## src/rtl/mac_arbiter_if.sv

```systemverilog
// Bundle of the requester-side and MAC-side signals of mac_arbiter.
// slave is the arbiter's view; master is the view of whatever drives requests and models the MAC.
interface mac_arbiter_if;
    logic [3:0]  req;
    logic [15:0] a_in;
    logic [15:0] b_in;
    logic [3:0]  grant;
    logic [3:0]  ack;
    logic [11:0] result;
    logic        err;
    logic        busy;
    logic        mac_go;
    logic [3:0]  mac_a;
    logic [3:0]  mac_b;
    logic [11:0] mac_out;
    logic        mac_done;
    logic [1:0]  state;

    // Handshake: a requester raises req[i] and holds its operand slices until grant[i];
    // the arbiter then pulses mac_go once, waits for mac_done (or timeout), and answers
    // with a one-cycle ack[i] carrying result/err. state mirrors the arbiter FSM for debug.
    modport slave (
        input  req, a_in, b_in, mac_out, mac_done,
        output grant, ack, result, err, busy, mac_go, mac_a, mac_b, state
    );

    modport master (
        output req, a_in, b_in, mac_out, mac_done,
        input  grant, ack, result, err, busy, mac_go, mac_a, mac_b, state
    );
endinterface

```

## src/rtl/mac_arbiter.sv

```systemverilog
// Round-robin arbiter sharing one MAC among four requesters: capture operands,
// run one go/done transaction (with timeout), return result and a one-cycle ack.
module mac_arbiter #(
    parameter int TIMEOUT = 64
) (
    input  logic         clk,
    input  logic         rst,
    mac_arbiter_if.slave bus
);
    typedef enum logic [1:0] {
        IDLE  = 2'd0,
        START = 2'd1,
        WAIT  = 2'd2,
        RESP  = 2'd3
    } state_t;

    localparam logic [7:0] TO_LAST = 8'(TIMEOUT - 1);

    state_t      state, state_next;
    logic [1:0]  last, idx, pick, cand;
    logic [7:0]  cnt;
    logic [3:0]  grant_q, ack_q, mac_a_q, mac_b_q;
    logic [11:0] result_q;
    logic        err_q, busy_q, go_q;

    // Scan farthest-to-nearest from last so the nearest requester after last wins;
    // k = 4 wraps to last itself, which therefore has the lowest priority.
    always_comb begin
        pick = 2'd0;
        cand = 2'd0;
        for (int k = 4; k >= 1; k--) begin
            cand = last + 2'(k);
            if (bus.req[cand]) pick = cand;
        end
    end

    always_comb begin
        state_next = state;
        case (state)
            IDLE:    if (|bus.req) state_next = START;
            START:   state_next = WAIT;
            WAIT:    if (bus.mac_done || cnt == TO_LAST) state_next = RESP;
            RESP:    state_next = IDLE;
            default: state_next = IDLE;
        endcase
    end

    always_ff @(posedge clk) begin
        if (rst) begin
            state    <= IDLE;
            last     <= 2'd3;
            idx      <= 2'd0;
            cnt      <= 8'd0;
            grant_q  <= 4'd0;
            ack_q    <= 4'd0;
            result_q <= 12'd0;
            err_q    <= 1'b0;
            busy_q   <= 1'b0;
            go_q     <= 1'b0;
            mac_a_q  <= 4'd0;
            mac_b_q  <= 4'd0;
        end else begin
            state  <= state_next;
            busy_q <= (state_next != IDLE);
            go_q   <= (state == IDLE) && (state_next == START);
            ack_q  <= 4'd0;
            case (state)
                IDLE: begin
                    if (|bus.req) begin
                        idx     <= pick;
                        grant_q <= 4'b0001 << pick;
                        mac_a_q <= bus.a_in[{pick, 2'b00} +: 4];
                        mac_b_q <= bus.b_in[{pick, 2'b00} +: 4];
                        cnt     <= 8'd0;
                    end
                end
                WAIT: begin
                    cnt <= cnt + 8'd1;
                    // Completion takes precedence over a timeout in the same cycle.
                    if (bus.mac_done) begin
                        result_q <= bus.mac_out;
                        err_q    <= 1'b0;
                        ack_q    <= 4'b0001 << idx;
                    end else if (cnt == TO_LAST) begin
                        result_q <= 12'd0;
                        err_q    <= 1'b1;
                        ack_q    <= 4'b0001 << idx;
                    end
                end
                RESP: begin
                    last    <= idx;
                    grant_q <= 4'd0;
                    err_q   <= 1'b0;
                end
                default: ;
            endcase
        end
    end

    assign bus.grant  = grant_q;
    assign bus.ack    = ack_q;
    assign bus.result = result_q;
    assign bus.err    = err_q;
    assign bus.busy   = busy_q;
    assign bus.mac_go = go_q;
    assign bus.mac_a  = mac_a_q;
    assign bus.mac_b  = mac_b_q;
    assign bus.state  = state;
endmodule

```

## src/flat_wrapper.sv

```systemverilog
// flat-port wrapper written by rule: the top's interface ports become plain ports
module mac_arbiter_flat 
#(
    parameter int TIMEOUT = 64
)
  (clk, rst, bus_req, bus_a_in, bus_b_in, bus_mac_out, bus_mac_done, bus_grant, bus_ack, bus_result, bus_err, bus_busy, bus_mac_go, bus_mac_a, bus_mac_b, bus_state);
  mac_arbiter_if bus_i ();
  input  logic clk;
  input  logic rst;
  input wire logic [$bits(bus_i.req)-1:0] bus_req;
  input wire logic [$bits(bus_i.a_in)-1:0] bus_a_in;
  input wire logic [$bits(bus_i.b_in)-1:0] bus_b_in;
  input wire logic [$bits(bus_i.mac_out)-1:0] bus_mac_out;
  input wire logic [$bits(bus_i.mac_done)-1:0] bus_mac_done;
  output wire logic [$bits(bus_i.grant)-1:0] bus_grant;
  output wire logic [$bits(bus_i.ack)-1:0] bus_ack;
  output wire logic [$bits(bus_i.result)-1:0] bus_result;
  output wire logic [$bits(bus_i.err)-1:0] bus_err;
  output wire logic [$bits(bus_i.busy)-1:0] bus_busy;
  output wire logic [$bits(bus_i.mac_go)-1:0] bus_mac_go;
  output wire logic [$bits(bus_i.mac_a)-1:0] bus_mac_a;
  output wire logic [$bits(bus_i.mac_b)-1:0] bus_mac_b;
  output wire logic [$bits(bus_i.state)-1:0] bus_state;
  assign bus_i.req = bus_req;
  assign bus_i.a_in = bus_a_in;
  assign bus_i.b_in = bus_b_in;
  assign bus_i.mac_out = bus_mac_out;
  assign bus_i.mac_done = bus_mac_done;
  assign bus_grant = bus_i.grant;
  assign bus_ack = bus_i.ack;
  assign bus_result = bus_i.result;
  assign bus_err = bus_i.err;
  assign bus_busy = bus_i.busy;
  assign bus_mac_go = bus_i.mac_go;
  assign bus_mac_a = bus_i.mac_a;
  assign bus_mac_b = bus_i.mac_b;
  assign bus_state = bus_i.state;
  mac_arbiter #(.TIMEOUT(TIMEOUT)) u_core (.clk(clk), .rst(rst), .bus(bus_i));
endmodule
```

## config.mk

```make
export PLATFORM = sky130hd
export DESIGN_NAME = mac_arbiter_flat
export DESIGN_NICKNAME = d
export VERILOG_FILES = /design/src/rtl/mac_arbiter_if.sv /design/src/rtl/mac_arbiter.sv /design/src/flat_wrapper.sv
export SDC_FILE = /design/constraint.sdc
export NUM_CORES = 1
export LEC_CHECK = 0
export ABC_AREA = 1
export BUFFER_PORTS_ARGS = -buffer_cell sky130_fd_sc_hd__clkbuf_2
export CAP_MARGIN = 20
export CORE_MARGIN = 2
export CORE_UTILIZATION = 54
export CTS_BUF_LIST = sky130_fd_sc_hd__clkbuf_8
export CTS_CLUSTER_SIZE = 16
export DETAILED_ROUTE_END_ITERATION = 12
export PLACE_DENSITY_LB_ADDON = 0.3
export SETUP_SLACK_MARGIN = 0.02
export SKIP_LAST_GASP = 1
export SYNTH_ARGS = -nofsm -noshare
export SYNTH_HDL_FRONTEND = slang
export SYNTH_SLANG_ARGS = --single-unit
```

## constraint.sdc

```tcl
create_clock -name clk -period 3.1 [get_ports clk]
set_input_delay 0.775 -clock clk [delete_from_list [all_inputs] [get_ports clk]]
set_output_delay 0.775 -clock clk [all_outputs]
set_load 0.01 [all_outputs]
```

* Yosys cells after proc, flatten, opt, wreduce, memory -nomap -nowiden
Index checks and enable logic that the tools add are counted.
** Cells by class
- $mul :: 0
- Div/mod/pow operators :: 0
- Shift operators :: 4
- Muxes and demuxes :: 26
- Eq/ne operators :: 7
- Bitwise logic cells :: 1
- $lt $le $gt $ge :: 4
- Reduce and logical (&&, ||, !) cells :: 15
- Add/subtract/negate cells :: 4
** Operators with widths (count)
- $shiftx A16 B5 Y4 :: 2
- $mux W12 :: 2
- $pmux W8 S2 :: 1
- $lt A2 B3 Y1 const B :: 4
- $mux W2 :: 6
- $mux W4 :: 3
- $reduce_and A2 Y1 :: 5
- $reduce_bool A2 Y1 :: 5
- $add A8 B1 Y8 const B :: 1
- $bmux W1 S2 :: 4
- $eq A8 B6 Y1 const B :: 1
- $mux W8 :: 1
- $pmux W2 S4 :: 1
- $pmux W4 S2 :: 1
- $shl A1 B2 Y4 const A :: 2
- $mux W1 :: 6
- $add A2 B2 Y2 const B :: 2
- $eq A2 B1 Y1 const B :: 2
- $eq A2 B2 Y1 const B :: 2
- $reduce_or A4 Y1 :: 1
- $ne A3 B2 Y1 const B :: 1
- $add A2 B1 Y2 const B :: 1
- $logic_not A2 Y1 :: 1
- $ne A2 B1 Y1 const B :: 1
- 5 further kinds :: 5
** Word-level totals
- Bits in latches :: 0
- Memories :: 0
- Memory bits (writable) :: 0
- Flip-flop bits (word level) :: 45
- Output and inout bits :: 33
- Logic and storage cells :: 73
- Input bits :: 51
- Bits in read-only memories :: 0

* Logic depth before layout (Yosys ltp)
- Depth in word-level cells :: 9
- Depth in mapped cells :: 16

* Least setup slack after synthesis
No wires, ideal clock.
- Path type :: input -> register
- Start point :: in bus_req[3]
- End point :: reg u_core.mac_b_q[0] (netlist: u_core.bus.mac_b[0])
- Data arrival time :: 1725 ps
- Required time :: 2983 ps
- Cell stages on the path :: 13
- Path slack :: 1258 ps
- Path through :: inv_1 nand2_1 nand2_1 nor2_1 nand2_1 nand3_1 nand2_1 buf_4 buf_6 nand4_1 nand3_1 nor2_1 nor2_1
** Between the ends
- Cells in the longest elaborated chain, start to end :: 7
- Elaborated cells on any way between the ends :: 15
** RTL lines
- start: declaration :: RTL line flat_wrapper.sv:10 : input wire logic [$bits(bus_i.req)-1:0] bus_req;
- $bmux W1 S2 :: RTL line mac_arbiter.sv:33 : if (bus.req[cand]) pick = cand;
- $mux W1 (not written as such) :: RTL line mac_arbiter.sv:33
- $mux W2 (4 in series) :: RTL line mac_arbiter.sv:33
- $shiftx A16 B5 Y4 :: RTL line mac_arbiter.sv:73 : mac_b_q <= bus.b_in[{pick, 2'b00} +: 4];
- end signal: assignment :: RTL line mac_arbiter.sv:73
- end: declaration :: RTL line mac_arbiter.sv:22 : logic [3:0] grant_q, ack_q, mac_a_q, mac_b_q;
Parallel ways exist; a longest one is shown, timed or not. The select of a mux whose other input is x is not followed.
A chain may end at the register's enable or synchronous reset.

* Worst setup path after layout
- Start point :: reg u_core.last[0]
- End point :: reg u_core.mac_b_q[0] (netlist: u_core.bus.mac_b[0])
** Between the ends
- Cells in the longest elaborated chain, start to end :: 7
- Elaborated cells on any way between the ends :: 16
** RTL lines
- start: declaration :: RTL line mac_arbiter.sv:20 : logic [1:0] last, idx, pick, cand;
- start signal: assignment :: RTL line mac_arbiter.sv:91 : last <= idx;
- $add A2 B2 Y2 / $bmux W1 S2 (equally long branches) :: RTL line mac_arbiter.sv:32, mac_arbiter.sv:33
- $bmux W1 S2 / $mux W1 (equally long branches) :: RTL line mac_arbiter.sv:33
- $mux W1 (not written as such) / $mux W2 (equally long branches) :: RTL line mac_arbiter.sv:33
- $mux W2 (2 in series) :: RTL line mac_arbiter.sv:33
- $mux W2 * :: RTL line mac_arbiter.sv:33
- $shiftx A16 B5 Y4 * :: RTL line mac_arbiter.sv:73
Every way passes the cells marked *; elsewhere a longest branch is shown, timed or not. The select of a mux whose other input is x is not followed.

==> results.cfg <==
[route]
routed_wl_um = 5101
drc = 0
wl_per_cell_um = 11.31
first_iter_violations = 96
vias = 2307
viasPerCell = 5.115
antenna_left = 0
dr.pass1.iters = 4

[critical_path]
cp_data_arrival_time_ns = 2.29
r2r.worst_path.cells = 13
crit_family = simple AND/OR/NAND/NOR gates
endpoint = u_core.bus.mac_b[0]
crit_start = u_core.last[0]
regToRegStartpoint = u_core.last[0]
critPathKind = reg -> reg
crit_required_ns = 3.29
crit_chain = inv_2, nand2_1, nand2_1, nand2_1, nand2_1, inv_2, nand3_2, nand2_2, nor2_4, nand2_1, nand2_1, nor2_1, nor2_1
worst_r2r_endpoint = u_core.bus.mac_b[0]
cp_num_buf_inv = 2
cp_max_fo = 20
cp_common_cell = nand2_1
cp-end-kind = register
slowest_stage = dfxtp_1
cp_slowest_stage_delay_ns = 0.47
worstSetupStartpointType = register
r2r_slack_ns = 0.99
crit_cells = 13

[timing]
clock_skew_ns = 0.009140
layout_worst_path_cycle_share_pct = 67.92
min_period_ns = 2.105
fin_setup_tns_ns = 0
slew_violations = 0
rsz0062_at_grt = false
finalHoldViolations = 0
worst_pin_slew_ns = 0.5221
max-slew-margin-rel_pct = 65.19
setup_viol = 0
timing.hold.ws_ns = 0.4654
clock.fmax_ghz = 0.4750

[clocking]
path_clk_slew_ns = 0.09
clock_sinks = 45
htreeDepth = 2
cts_tree = yes
post_cts_buffers = 0
root_buffer = clkbuf_8
cts_buffer_depth = 2
cts_hold_buffers = 0
cts_buffers = 5
worst_skew_pair.late_latency_ns = 0.30
ctsResizeCount = 0

[synth]
synthFlopType = dfxtp_1
netlist.area_leader.share_pct = 41.00
synth.distinct_cells = 26
syn_inst = 323
synth_warnings = 0
synth.area.top_cells = dfxtp_1, nand2_1, nand3_1, a21oi_1, nor2_1
synth_async_sr_flop_share_pct = 0
yosysTopAreaCell = dfxtp_1
synth.most_common_cell = nand2_1
seq_area_frac_synth_pct = 41.00
mappedNetlistNets = 378
ys_seq_elements = 45
synth_area_per_cell_um2 = 6.802
yosys-top-cells-count = nand2_1, dfxtp_1, nand3_1
synth_edf_count = 0
syn_area_um2 = 2197

[grt]
grt_use_total_pct = 23.36
grt_pass1_vias = 1984
grt_pass1_wl_um = 8224
grt_max_degree = 27
gr-total-overflow = 0
antenna_found_initial = 0

[pwr]
combPwrFrac_pct = 44.7
clkPwrFrac_pct = 17.2
swShare_pct = 42.41
pwr-share-seq_pct = 38.1
peakVddDrop_v = 0.0004234
p_leak_nw = 1.363
p_sw_mw = 0.8529
powerDensity_nw_per_um2 = 748.6
p_int_mw = 1.158

[placed_design]
gp_congestion = 0.7980
port_buffers = 83
place_hpwl_um = 3863

[floorplan]
die_area_um2 = 4595
ios = 84
initial_core_util_pct = 55.32
rows = 23
die_y_um = 67.79
core_area_um2 = 3971
fp.dieW_um = 67.79

[final_layout]
final_net_count = 455
area_growth_pct = 22.27
nFillCells = 374
layout-drive-gt1-share_pct = 25.19
diodes = 0

[worst_hold_path]
hp-class = reg -> reg

[flow_run]
maxCapViolCount = 0

[status]
status = complete, no violations
## routing by layer
metal,GRT usage [%],routed length [µm]
met4,9.250,69
met5,0,0
met2,39.58,2586
met1,28.97,2240
met3,4.667,205
## metrics by stage
stage	util [%]	std cells	area [µm²]	power, mW	setup WS [ns]
final	67.64	451	2686	2.011	0.9945
after global routing	67.64	451	2686	2.180	0.7332
after CTS	67.64	451	2686	2.021	0.9940
after detailed placement	65.56	443	2604	1.673	0.7485
after global placement	65.56	443	2604	1.656	0.8272
after floorplan	-	323	2197	1.456	1.258
## power by group through the flow
stage,Combinational [mW],Sequential [mW],Clock (mW)
2_1_floorplan,0.640,0.816,0
3_3_place_gp,0.881,0.775,0
3_5_place_dp,0.895,0.778,0
4_1_cts,0.903,0.766,0.352
5_1_grt,1.02,0.778,0.379
6_report,0.899,0.766,0.345
## state kept, by name, summed over array words and instances, names as in the netlist
signal	cells
u_core.bus.ack	4
u_core.bus.busy	1
u_core.bus.err	1
u_core.bus.grant	4
u_core.bus.mac_a	4
u_core.bus.mac_b	4
u_core.bus.mac_go	1
u_core.bus.result	12
u_core.bus.state	2
u_core.cnt	8
u_core.idx	2
u_core.last	2
## how the worst min path moves through the flow
stage | startpoint | to | slack (ns) | cells past startpoint
floorplan | u_core.idx[0] | u_core.bus.ack[0] | 0.43 | 1
global placement | u_core.idx[0] | u_core.bus.ack[0] | 0.45 | 1
detailed placement | u_core.idx[0] | u_core.bus.ack[0] | 0.45 | 1
CTS | u_core.bus.result[4] | u_core.bus.result[4] | 0.47 | 2
global route | u_core.bus.result[6] | u_core.bus.result[6] | 0.49 | 2
finish | u_core.bus.result[11] | u_core.bus.result[11] | 0.47 | 2
## placed cells by master (no fill, tap or decap), types with 5 or more instances in the layout
master	instances
o21ai_0	12
inv_1	29
dfxtp_1	45
a21oi_1	26
nand3_1	32
nor3_1	7
nand2_1	91
nor2_1	29
nand4_1	14
clkbuf_8	5
clkbuf_2	83
## worst reg2reg max path, stage by stage, from the launching register on
cell	delay [ns]
dfxtp_1	0.47
inv_2	0.16
nand2_1	0.09
nand2_1	0.08
nand2_1	0.09
nand2_1	0.07
inv_2	0.07
nand3_2	0.25
nand2_2	0.39
nor2_4	0.06
nand2_1	0.06
nand2_1	0.04
nor2_1	0.11
nor2_1	0.05
## logic make-up (layout without fill, tap and decap cells)
| family | after synthesis | after routing | share of synthesized area (%) |
|---|---|---|---|
| buf+inv | 46 | 124 | 9.054 |
| fa+ha+maj | 4 | 4 | 2.278 |
| flops | 45 | 45 | 41.00 |
| simple gates | 183 | 183 | 36.90 |
| compound gates | 45 | 45 | 10.76 |
## layout make-up
class | count | area (µm²) | area share (%)
Clock buffer | 5 | 68.82 | 2.562
Inverter | 32 | 120.1 | 4.471
Multi-Input combinational cell | 232 | 1097 | 40.85
Tap cell | 50 | 62.56 | 2.329
Clock inverter | 3 | 13.76 | 0.5123
Sequential cell | 45 | 900.9 | 33.54
Timing Repair Buffer | 84 | 422.9 | 15.74
No activity file was read; power rests on OpenSTA's default activity.
